`src/rtl/enemy_motion.sv`:
```
// enemy_motion
// Per-frame behaviour of one chasing enemy sprite. The enemy spawns at a
// fixed point and then chases the player. On a move frame it takes one STEP
// toward the player on each axis, and its position is clamped to the
// playfield. A bullet hit costs one point of health and freezes the enemy in
// HURT for a while; the last point of health sends it to DEAD, and it
// respawns when the DEAD timer runs out.
//
// Ports
//   frame_clk                  sole clock, one rising edge per video frame
//   Reset                      synchronous, active-low
//   Enable                     1 = game running, 0 = hold every register
//   Player_X, Player_Y         player position (unsigned pixels)
//   Hit                        bullet hit on this enemy during this frame
//   Obj_X_Pos, Obj_Y_Pos       enemy position (registered)
//   Obj_X_Motion, Obj_Y_Motion two's-complement delta requested this frame
//   Obj_Dir                    facing: 0 up, 1 down, 2 left, 3 right
//   Alive                      1 while chasing or hurt
//   Touch_Player               registered contact flag
module enemy_motion #(
  parameter int         STEP           = 1,
  parameter int         MOVE_DIV       = 2,
  parameter logic [8:0] SPAWN_X        = 9'd16,
  parameter logic [8:0] SPAWN_Y        = 9'd16,
  parameter logic [8:0] X_MAX          = 9'd303,
  parameter logic [8:0] Y_MAX          = 9'd223,
  parameter int         HEALTH         = 3,
  parameter int         HURT_FRAMES    = 8,
  parameter int         RESPAWN_FRAMES = 60,
  parameter int         TOUCH_DIST     = 12
) (
  input  logic       frame_clk,
  input  logic       Reset,
  input  logic       Enable,
  input  logic [8:0] Player_X,
  input  logic [8:0] Player_Y,
  input  logic       Hit,
  output logic [8:0] Obj_X_Pos,
  output logic [8:0] Obj_Y_Pos,
  output logic [8:0] Obj_X_Motion,
  output logic [8:0] Obj_Y_Motion,
  output logic [1:0] Obj_Dir,
  output logic       Alive,
  output logic       Touch_Player
);

  localparam int TMAX = (HURT_FRAMES > RESPAWN_FRAMES) ? HURT_FRAMES : RESPAWN_FRAMES;
  localparam int TW   = $clog2(TMAX + 1);

  localparam logic signed [9:0] STEP_S      = 10'(STEP);
  localparam logic [3:0]        MOVE_LAST   = 4'(MOVE_DIV - 1);
  localparam logic [2:0]        HEALTH_INIT = 3'(HEALTH);
  localparam logic [TW-1:0]     HURT_LAST   = TW'(HURT_FRAMES - 1);
  localparam logic [TW-1:0]     DEAD_LAST   = TW'(RESPAWN_FRAMES - 1);
  localparam logic [8:0]        TOUCH_L     = 9'(TOUCH_DIST);

  typedef enum logic [1:0] {
    S_SPAWN = 2'd0,
    S_CHASE = 2'd1,
    S_HURT  = 2'd2,
    S_DEAD  = 2'd3
  } state_t;

  state_t        state_q, state_d;
  logic [8:0]    x_q, x_d, y_q, y_d;
  logic [8:0]    mx_q, mx_d, my_q, my_d;
  logic [1:0]    dir_q, dir_d;
  logic [2:0]    health_q, health_d;
  logic [3:0]    mcnt_q, mcnt_d;
  logic [TW-1:0] tmr_q, tmr_d;
  logic          touch_q, touch_d;

  // Step request toward the target: +STEP, -STEP or 0 (dead zone |d| < STEP).
  function automatic logic signed [9:0] step_toward(input logic [8:0] tgt,
                                                    input logic [8:0] pos);
    logic signed [9:0] d;
    d = $signed({1'b0, tgt}) - $signed({1'b0, pos});
    if (d >= STEP_S)       return STEP_S;
    else if (d <= -STEP_S) return -STEP_S;
    else                   return 10'sd0;
  endfunction

  // pos + m, saturated to [0, maxv]. The 11-bit sum cannot wrap, so its top
  // bit is a reliable sign.
  function automatic logic [8:0] clamp_pos(input logic [8:0]        pos,
                                           input logic signed [9:0] m,
                                           input logic [8:0]        maxv);
    logic [10:0] sum;
    sum = {2'b00, pos} + {m[9], m};
    if (sum[10])                     return 9'd0;
    else if (sum[9:0] > {1'b0, maxv}) return maxv;
    else                             return sum[8:0];
  endfunction

  function automatic logic [8:0] abs_diff(input logic [8:0] a, input logic [8:0] b);
    return (a >= b) ? (a - b) : (b - a);
  endfunction

  // State register
  always_ff @(posedge frame_clk) begin
    if (!Reset)      state_q <= S_SPAWN;
    else if (Enable) state_q <= state_d;
  end

  // Next-state logic
  always_comb begin
    state_d = state_q;
    case (state_q)
      S_SPAWN: state_d = S_CHASE;
      S_CHASE: if (Hit) state_d = (health_q == 3'd1) ? S_DEAD : S_HURT;
      S_HURT:  if (tmr_q == HURT_LAST) state_d = S_CHASE;
      S_DEAD:  if (tmr_q == DEAD_LAST) state_d = S_SPAWN;
      default: state_d = S_SPAWN;
    endcase
  end

  // Outputs
  always_comb begin
    Alive        = (state_q == S_CHASE) || (state_q == S_HURT);
    Obj_X_Pos    = x_q;
    Obj_Y_Pos    = y_q;
    Obj_X_Motion = mx_q;
    Obj_Y_Motion = my_q;
    Obj_Dir      = dir_q;
    Touch_Player = touch_q;
  end

  // Datapath next values
  logic signed [9:0] mxs, mys, amx, amy;
  logic              near, alive_next;

  always_comb begin
    mxs = step_toward(Player_X, x_q);
    mys = step_toward(Player_Y, y_q);
    amx = mxs[9] ? -mxs : mxs;
    amy = mys[9] ? -mys : mys;

    near       = (abs_diff(Player_X, x_q) < TOUCH_L) && (abs_diff(Player_Y, y_q) < TOUCH_L);
    alive_next = (state_d == S_CHASE) || (state_d == S_HURT);

    x_d      = x_q;
    y_d      = y_q;
    mx_d     = 9'd0;
    my_d     = 9'd0;
    dir_d    = dir_q;
    health_d = health_q;
    mcnt_d   = mcnt_q;
    tmr_d    = tmr_q;
    // Contact uses the position before this frame's update; an enemy that is
    // leaving the living states this frame never reports contact.
    touch_d  = Alive && alive_next && near;

    case (state_q)
      S_SPAWN: begin
        x_d      = SPAWN_X;
        y_d      = SPAWN_Y;
        health_d = HEALTH_INIT;
        mcnt_d   = 4'd0;
        tmr_d    = '0;
      end
      S_CHASE: begin
        if (Hit) begin
          health_d = health_q - 3'd1;
          tmr_d    = '0;
        end else begin
          mcnt_d = (mcnt_q == MOVE_LAST) ? 4'd0 : mcnt_q + 4'd1;
          if (mcnt_q == MOVE_LAST) begin
            mx_d = mxs[8:0];
            my_d = mys[8:0];
            x_d  = clamp_pos(x_q, mxs, X_MAX);
            y_d  = clamp_pos(y_q, mys, Y_MAX);
            // Facing follows the dominant axis; ties go horizontal.
            if ((mxs != 10'sd0) || (mys != 10'sd0)) begin
              if (amx >= amy) dir_d = mxs[9] ? 2'd2 : 2'd3;
              else            dir_d = mys[9] ? 2'd0 : 2'd1;
            end
          end
        end
      end
      S_HURT: begin
        if (tmr_q == HURT_LAST) begin
          tmr_d  = '0;
          mcnt_d = 4'd0;
        end else begin
          tmr_d = tmr_q + 1'b1;
        end
      end
      S_DEAD: begin
        tmr_d = (tmr_q == DEAD_LAST) ? '0 : tmr_q + 1'b1;
      end
      default: ;
    endcase
  end

  // Datapath registers
  always_ff @(posedge frame_clk) begin
    if (!Reset) begin
      x_q      <= SPAWN_X;
      y_q      <= SPAWN_Y;
      mx_q     <= 9'd0;
      my_q     <= 9'd0;
      dir_q    <= 2'd1;
      health_q <= HEALTH_INIT;
      mcnt_q   <= 4'd0;
      tmr_q    <= '0;
      touch_q  <= 1'b0;
    end else if (Enable) begin
      x_q      <= x_d;
      y_q      <= y_d;
      mx_q     <= mx_d;
      my_q     <= my_d;
      dir_q    <= dir_d;
      health_q <= health_d;
      mcnt_q   <= mcnt_d;
      tmr_q    <= tmr_d;
      touch_q  <= touch_d;
    end
  end

endmodule

```
`config.mk`:
```
export PLATFORM = sky130hd
export DESIGN_NAME = enemy_motion
export DESIGN_NICKNAME = d
export VERILOG_FILES = /design/src/rtl/enemy_motion.sv
export SDC_FILE = /design/constraint.sdc
export NUM_CORES = 1
export LEC_CHECK = 0
export CAP_MARGIN = 10
export CORE_UTILIZATION = 55
export CTS_BUF_LIST = sky130_fd_sc_hd__clkbuf_8
export CTS_CLUSTER_SIZE = 12
export DETAILED_ROUTE_END_ITERATION = 10
export GPL_ROUTABILITY_DRIVEN = 0
export PLACE_DENSITY = 0.8
export SETUP_SLACK_MARGIN = 0.5
export SYNTH_ARGS = -nofsm -noshare
export SYNTH_HDL_FRONTEND = slang
export SYNTH_SLANG_ARGS = --single-unit
```
`constraint.sdc`:
```
create_clock -name frame_clk -period 8.4 [get_ports frame_clk]
set_input_delay 1.68 -clock frame_clk [delete_from_list [all_inputs] [get_ports frame_clk]]
set_output_delay 1.68 -clock frame_clk [all_outputs]
set_load 0.05 [all_outputs]
```
==> flow_summary.ini, run 1 <==
[global_route]
antenna_found_initial = 0
grt_usage = 0.267
grt_pass1_vias = 4159
overflow = 0
grt_pass1_wl_mm = 19.1
grt_max_degree = 34
grt_busiest_layer = met2
grt_use_met3 = 0.0316
grtUsageMet2 = 0.465
use_met1 = 0.337

[outcome]
outcome = finished, final reports clean

[setup_path]
cp_slowest_cell = ha_1
start_kind = primary input
critPathKind = in2reg
crit_arrival_ns = 7.16
crit_family = compound AO/OA/AOI/OAI gates
crit_fanout = 13
crit_path_end_kind = flip-flop
worstPathRequired_ns = 8.64
crit_buf_inv = 4
cp_cell_sequence = clkdlybuf4s50_1, inv_1, ha_1, o21ai_0, a21oi_1, o21ai_1, o21ai_2, inv_1, nor4_1, nand2b_1, ha_1, inv_1, fa_1, nor2b_1, o31a_1, o31a_1, o41ai_2, xnor2_1, and3_1, o21a_1, a221o_1
crit_top_cell = inv_1
max_stage_delay_ns = 0.51

[sta]
tightest_slew_ns = 1.01
layout_min_cycle_time_ns = 6.92
tns_ns = 0
finalSetupViolations = 0
fin_crit_sh = 0.823
slew_violations = 0
slew_headroom = 0.328
max_freq_ghz = 0.145
finalClockSkew_ns = 0.00479
hold_violations = 0
rsz0062_at_grt = no

[pwr]
p_sw_frac = 0.316
ir_drop_uv = 64.3
seq_power_share = 0.370
p_sw_w = 0.000167
leakagePower_nw = 2.23
combPwrFrac = 0.297
p_per_area_nw_per_um2 = 98.8
p_clk_frac = 0.333
cellInternalPower_w = 0.000361

[final_layout]
final_common_cell = ha_1
fillCellCount = 720
fin_nets = 743
final_cell_mix = ha_1, clkdlybuf4s50_1, inv_1
synthToLayoutAreaGrowth_pct = 14.3
multi_input_area_um2 = 3450
final-seq-area_um2 = 801
final_layout_size_suffix_gt1_frac = 0.0337
final_cell_area_um2 = 5350
diodes = 0

[synth]
ys_warn_count = 0
synth_seq_cells = 40
ys_async_sr_fraction = 0
ys.flop_type = dfxtp_1
avgSynthCellArea_um2 = 7.58
syn_inst = 617
synth_seq_area_share = 0.171
syn-cell-area_um2 = 4680
synth.distinct_cells = 73
synth-edff-count = 0

[floorplan]
dieHeight_um = 94.2
rows = 33
die-area_um2 = 8880
start_util = 0.570
die_w_um = 94.2
core-area_um2 = 8220
io_pins = 62

[detailed_routing]
first_iter_violations = 194
drt_wl_total_mm = 11.6
viasPerCell = 5.89
drtPass1Iterations = 4
drc = 0
wire_per_inst_um = 15.3
ant_nets = 0
vias = 4458

[clock_tree]
root_buffer = clkbuf_8
ctsResizeCount = 0
numCtsBuffers = 5
cts_setup_buffers = 0
clock-sinks = 40
cts_tree = yes
clk_path_buf_depth = 2
cts.htree.levels = 2
clk_pin_slew_ns = 0.08
insertion_delay_ns = 0.30
hold_buffers = 0

[placement]
placed_cell_area_um2 = 5220
port_buffers = 61
hpwl_mm = 8.95

[worst_hold_path]
hp-class = reg2reg

[job]
cap_violations = 0
[through the flow]
stage / std cells / setup WS, ns / util / hold slack [ns] / power (W)
final: 757 / 1.48 / 0.651 / 0.499 / 0.000528
after global routing: 757 / 1.09 / 0.651 / 0.519 / 0.000554
after CTS: 757 / 1.56 / 0.651 / 0.500 / 0.000527
after detailed placement: 749 / 1.26 / 0.635 / 0.484 / 0.000354
after global placement: 749 / 1.32 / 0.635 / 0.466 / 0.000348
after floorplan: 619 / 2.69 / - / 0.449 / 0.000315
[flip-flops by register name (all words and copies together) (netlist names)]
name,cells
Touch_Player,1
state_q,2
tmr_q,6
mcnt_q,4
health_q,3
Obj_Y_Pos,9
Obj_X_Pos,9
Obj_Dir,2
Obj_Y_Motion,2
Obj_X_Motion,2
[cells in the mapped netlist, types with 7 or more instances]
master / n / area, um2
a211oi_1: 8 / 60.1
clkbuf_1: 14 / 52.6
a21oi_1: 44 / 220
inv_1: 58 / 218
xor2_1: 13 / 114
nor3_1: 14 / 70.1
and3_1: 7 / 43.8
ha_1: 66 / 826
o21ai_0: 39 / 195
nand2b_1: 7 / 43.8
dfxtp_1: 40 / 801
o211ai_1: 7 / 52.6
nand2_1: 42 / 158
nand4_1: 9 / 56.3
o21a_1: 13 / 97.6
and2_1: 10 / 62.6
nor2_1: 54 / 203
nor2b_1: 11 / 68.8
xnor2_1: 19 / 166
buf_4: 15 / 113
nand3_1: 12 / 60.1
a21o_1: 7 / 52.6
[worst paths after layout]
path	startpoint	endpoint	slack (ns)	depth (start not counted)
worst min register to register	Touch_Player$_SDFFE_PN0P_	Touch_Player$_SDFFE_PN0P_	0.50	2
worst max register to register	Obj_Y_Pos[3]$_SDFFE_PN0P_	Obj_Y_Pos[3]$_SDFFE_PN0P_	3.01	19
worst max-delay path	Player_Y[3]	Obj_Y_Pos[3]$_SDFFE_PN0P_	1.48	21
worst min-delay path	Touch_Player$_SDFFE_PN0P_	Touch_Player$_SDFFE_PN0P_	0.50	2
[final cells by class]
cell class              instances  share of cell area
inverters                      58              0.0407
flip-flops and latches         40               0.150
multi-input cells             484               0.646
clock buffers                   7              0.0180
repair buffers                 62               0.116
well taps                     105              0.0246
clock inverters                 1             0.00562
[worst reg2reg max path: stages, from the launching register on]
cell	delay, ns
dfxtp_1	0.36
ha_1	0.54
o21ai_0	0.14
a21oi_1	0.22
o21ai_1	0.17
o21ai_2	0.47
inv_1	0.37
nor4_1	0.48
nand2b_1	0.17
ha_1	0.25
inv_1	0.08
fa_1	0.22
nor2b_1	0.08
o31a_1	0.27
o31a_1	0.29
o41ai_2	0.28
xnor2_1	0.17
and3_1	0.36
o21a_1	0.27
a221o_1	0.13
[power groups by stage]
stage | logic (W) | registers, W | clock network [W]
floorplan | 0.000113 | 0.000201 | 0
global placement | 0.000149 | 0.000200 | 0
detailed placement | 0.000154 | 0.000200 | 0
CTS | 0.000155 | 0.000195 | 0.000177
global route | 0.000174 | 0.000196 | 0.000185
finish | 0.000157 | 0.000195 | 0.000176
[kinds of logic after synthesis]
| group | count (synthesis) | synth area share |
|---|---|---|
| adders and majority gates | 70 | 0.194 |
| and+or+nand+nor | 191 | 0.204 |
| other | 2 | 0.00160 |
| xor gates and xnor gates | 32 | 0.0599 |
| DFF | 40 | 0.171 |
| AOI/OAI and AO/OA | 183 | 0.268 |
| muxes | 4 | 0.00909 |
| buffers and inverters | 95 | 0.0928 |
[routing by layer]
layer	share of wire	routed length [um]
met3	0.034	393
met1	0.45	5260
met5	0	0
met4	0.023	270
met2	0.49	5690
Note: power is estimated with default switching activity, not from simulation.
==> inputs of run 2 (changes only) <==
==> constraint.sdc (replaced) <==
create_clock -name frame_clk -period 6.7 [get_ports frame_clk]
set_input_delay 1.34 -clock frame_clk [delete_from_list [all_inputs] [get_ports frame_clk]]
set_output_delay 1.34 -clock frame_clk [all_outputs]
set_load 0.05 [all_outputs]
==> flow_summary.ini, run 2 (same netlist as run 1, synthesis figures left out) <==
[outcome]
outcome = finished, final reports clean

[sta]
tns_ns = 0
rsz0062_at_grt = no
fin_crit_sh = 0.883
setup_ws_ns = 0.781
finalClockSkew_ns = 0.00674
slew_headroom = 0.327
tightest_slew_ns = 1.01
layout_min_cycle_time_ns = 5.92
hold_violations = 0
finalSetupViolations = 0
max_freq_ghz = 0.169
slew_violations = 0

[floorplan]
io_pins = 62
die-area_um2 = 8880
die_w_um = 94.2
core-area_um2 = 8220
rows = 33
start_util = 0.570
dieHeight_um = 94.2

[final_layout]
final_cell_mix = ha_1, clkdlybuf4s50_1, inv_1
final-seq-area_um2 = 801
fin_nets = 745
final_common_cell = ha_1
final_layout_size_suffix_gt1_frac = 0.0413
fillCellCount = 700
synthToLayoutAreaGrowth_pct = 14.5
diodes = 0
multi_input_area_um2 = 3470

[clock_tree]
cts.htree.levels = 2
insertion_delay_ns = 0.29
ctsResizeCount = 0
root_buffer = clkbuf_8
numCtsBuffers = 5
cts_tree = yes
hold_buffers = 0
cts_setup_buffers = 0
clk_pin_slew_ns = 0.08
clock-sinks = 40
clk_path_buf_depth = 2

[detailed_routing]
first_iter_violations = 225
drt_wl_total_mm = 11.5
ant_nets = 0
viasPerCell = 5.93
wire_per_inst_um = 15.1
drc = 0
drtPass1Iterations = 5
vias = 4501

[setup_path]
crit_arrival_ns = 6.11
max_stage_delay_ns = 0.53
critPathKind = in2reg
crit_top_cell = ha_1
crit_path_end_kind = flip-flop
worstPathRequired_ns = 6.89
crit_fanout = 8
cp_cell_sequence = clkdlybuf4s50_1, inv_1, ha_1, o21a_1, o31a_1, a21oi_1, or4b_1, nor4_2, nand2_1, ha_1, fa_1, a21o_1, a22o_1, o311a_4, o41ai_4, xnor2_1, and2_2, and3_4, a32o_1
start_kind = primary input
crit_family = compound AO/OA/AOI/OAI gates
crit_buf_inv = 2
cp_slowest_cell = or4b_1

[pwr]
leakagePower_nw = 2.24
p_per_area_nw_per_um2 = 120
ir_drop_uv = 167

[placement]
hpwl_mm = 8.85
port_buffers = 61
pre_cts_slack_ns = 0.410

[global_route]
grt_usage = 0.267
antenna_found_initial = 0
grt_max_degree = 34
overflow = 0
grt_pass1_vias = 4125
grt_pass1_wl_mm = 19.2

[worst_hold_path]
hp-class = reg2reg

[job]
cap_violations = 0
-- run 2: worst register-to-register path, stage by stage, from the launching register on --
cell and delay, ns:
dfxtp_1 0.51, inv_1 0.17, fa_1 0.46, nand3_1 0.15, a21oi_1 0.09, nor3_1 0.27, xnor2_1 0.15, nor4_2 0.33
nand2_1 0.15, ha_1 0.27, fa_1 0.42, a21o_1 0.22, a22o_1 0.23, o311a_4 0.33, o41ai_4 0.23, xnor2_1 0.12
and2_2 0.25, and3_4 0.18, a32o_1 0.21
-- run 2: report_power, final --
part	internal, W	leakage (nW)	switching (W)
logic	0.0000818	1.86	0.000117
clock network	0.000109	0.0593	0.0000880
registers	0.000241	0.323	0.00000384
-- run 2: cell type report --
type	instances	area share
Sequential cell	40	0.149
Tap cell	105	0.0245
Multi-Input combinational cell	484	0.647
Inverter	58	0.0406
Clock buffer	5	0.0128
Clock inverter	3	0.00724
Timing Repair Buffer	64	0.118
-- run 2: final timing paths --
path                                                 from                   endpoint  slack (ns)  cells past startpoint
worst max register to register  Obj_X_Pos[1]$_SDFFE_PN0P_  Obj_X_Pos[6]$_SDFFE_PN0P_        1.87                     18
worst max-delay path                          Player_X[2]  Obj_X_Pos[6]$_SDFFE_PN0P_        0.78                     19
worst min-delay path                tmr_q[1]$_SDFFE_PN0P_      tmr_q[1]$_SDFFE_PN0P_        0.49                      2
worst min register to register      tmr_q[1]$_SDFFE_PN0P_      tmr_q[1]$_SDFFE_PN0P_        0.49                      2
-- run 2: routing by layer --
| layer | share of wire | vias up | GRT usage | routed length [um] |
|---|---|---|---|---|
| met4 | 0.016 | 0 | 0.0705 | 189 |
| met1 | 0.45 | 2109 | 0.342 | 5150 |
| met5 | 0 | - | 0 | 0 |
| met3 | 0.041 | 22 | 0.0316 | 474 |
| li1 | - | 2243 | - | - |
| met2 | 0.49 | 127 | 0.466 | 5680 |
-- run 2: stage by stage --
step | cell area [um2] | hold WS (ns) | utilization | power (W) | instances
finish | 5360 | 0.494 | 0.652 | 0.000641 | 759
global route | 5360 | 0.522 | 0.652 | 0.000675 | 759
CTS | 5340 | 0.488 | 0.650 | 0.000639 | 759
detailed placement | 5240 | 0.476 | 0.637 | 0.000443 | 751
global placement | 5240 | 0.465 | 0.637 | 0.000438 | 751
floorplan | 4690 | 0.449 | - | 0.000395 | 619
==> inputs of run 3 (changes only) <==
--- a/config.mk
+++ b/config.mk
@@ -6,12 +6,11 @@
 export NUM_CORES = 1
 export LEC_CHECK = 0
 export CAP_MARGIN = 10
-export CORE_UTILIZATION = 55
+export CORE_UTILIZATION = 23
 export CTS_BUF_LIST = sky130_fd_sc_hd__clkbuf_8
 export CTS_CLUSTER_SIZE = 12
 export DETAILED_ROUTE_END_ITERATION = 10
 export GPL_ROUTABILITY_DRIVEN = 0
-export PLACE_DENSITY = 0.8
 export SETUP_SLACK_MARGIN = 0.5
 export SYNTH_ARGS = -nofsm -noshare
 export SYNTH_HDL_FRONTEND = slang
==> flow_summary.ini, run 3 (same netlist as run 1, synthesis figures left out) <==
[placement]
hpwl_mm = 9.60
port_buffers = 61
pre_cts_slack_ns = 0.245

[final_layout]
fillCellCount = 2097
fin_nets = 749
synthToLayoutAreaGrowth_pct = 20.0
final_common_cell = ha_1
diodes = 0
final_cell_mix = ha_1, clkdlybuf4s50_1, inv_1
final_layout_size_suffix_gt1_frac = 0.0486

[setup_path]
crit_path_end_kind = flip-flop
cp.depth = 19
cp_slowest_cell = or4b_1
worstRegToRegCells = 19
crit_fanout = 8
crit_arrival_ns = 6.10
crit_buf_inv = 2
crit_family = simple AND/OR/NAND/NOR gates
cp_cell_sequence = clkdlybuf4s50_1, inv_1, ha_1, nor2b_1, o31a_1, a21oi_1, or4b_1, nor4_4, nand2_1, ha_1, fa_1, a21o_1, a22o_1, o311a_4, o41ai_4, xnor2_1, and2_2, and3_4, a32o_1
crit_top_cell = ha_1
critPathKind = in2reg
start_kind = primary input
max_stage_delay_ns = 0.56
worstPathRequired_ns = 6.90

[sta]
max_freq_ghz = 0.169
finalSetupViolations = 0
hold_violations = 0
tightest_slew_ns = 0.762
tns_ns = 0
finalClockSkew_ns = 0.00820
slew_headroom = 0.492
layout_min_cycle_time_ns = 5.90
setup_ws_ns = 0.797
slew_violations = 0
rsz0062_at_grt = no
fin_crit_sh = 0.881

[detailed_routing]
drt_wl_total_mm = 12.0
ant_nets = 0
vias = 4331
drc = 0
viasPerCell = 4.69
first_iter_violations = 266
drtPass1Iterations = 7
wire_per_inst_um = 13.0

[global_route]
grt_pass1_vias = 3989
grt_usage = 0.116
grt_max_degree = 34
overflow = 0
antenna_found_initial = 0
grt_pass1_wl_mm = 19.5

[clock_tree]
cts.htree.levels = 2
clock-sinks = 40
clk_pin_slew_ns = 0.08
root_buffer = clkbuf_8
hold_buffers = 0
insertion_delay_ns = 0.29
numCtsBuffers = 5
cts_setup_buffers = 0
clk_path_buf_depth = 2
cts_tree = yes

[pwr]
ir_drop_uv = 106
leakagePower_nw = 2.27
totalPowerFinal_w = 0.000666
p_per_area_nw_per_um2 = 119

[floorplan]
start_util = 0.237
die-area_um2 = 20900
die_w_um = 145
io_pins = 62
dieHeight_um = 145
rows = 51
core-area_um2 = 19700

[outcome]
outcome = finished, final reports clean

[job]
cap_violations = 0

[worst_hold_path]
hold_depth = 2
hp-class = reg2reg
-- run 3: layout make-up --
type	instances	area (um2)	share of cell area
inverters	58	218	0.0388
multi-input cells	484	3470	0.619
flip-flops and latches	40	801	0.143
repair buffers	68	663	0.118
clock buffers	7	96.3	0.0172
clock inverters	1	30.0	0.00535
well taps	265	332	0.0591
-- run 3: per-layer routing --
metal  share of wire  global-route usage
met2            0.47               0.195
met3           0.037              0.0179
met4           0.013              0.0227
met1            0.48               0.157
met5               0                   0
-- run 3: final timing paths --
check / start / to / slack (ns)
setup / recovery: Player_X[1] / Obj_X_Pos[6]$_SDFFE_PN0P_ / 0.80
hold / removal: Touch_Player$_SDFFE_PN0P_ / Touch_Player$_SDFFE_PN0P_ / 0.48
setup reg to reg: Obj_X_Pos[0]$_SDFFE_PN0P_ / Obj_X_Pos[6]$_SDFFE_PN0P_ / 1.97
hold reg to reg: Touch_Player$_SDFFE_PN0P_ / Touch_Player$_SDFFE_PN0P_ / 0.48
-- run 3: power by group --
group	switching (W)	total, W	internal (W)	leakage [nW]
registers	0.00000384	0.000245	0.000241	0.323
clock network	0.0000905	0.000222	0.000132	0.0645
logic	0.000116	0.000199	0.0000829	1.88
-- run 3: repair_timing --
action,4_1_cts,5_1_grt
setup endpoints to repair,0,9
resized for setup,0,5
endpoints found under the hold margin,0,0
-- run 3: stage by stage --
step,utilization,instances,area [um2],hold slack [ns]
3_5_place_dp,0.277,915,5470,0.471
2_1_floorplan,-,619,4690,0.449
5_1_grt,0.285,923,5610,0.494
3_3_place_gp,0.277,915,5470,0.458
4_1_cts,0.284,923,5590,0.482
6_report,0.285,923,5610,0.478
-- run 3: tightest hold or removal path: stages, from the launching register on --
cell and delay (ns):
dfxtp_1 0.32, nand2_1 0.05, o22ai_1 0.06
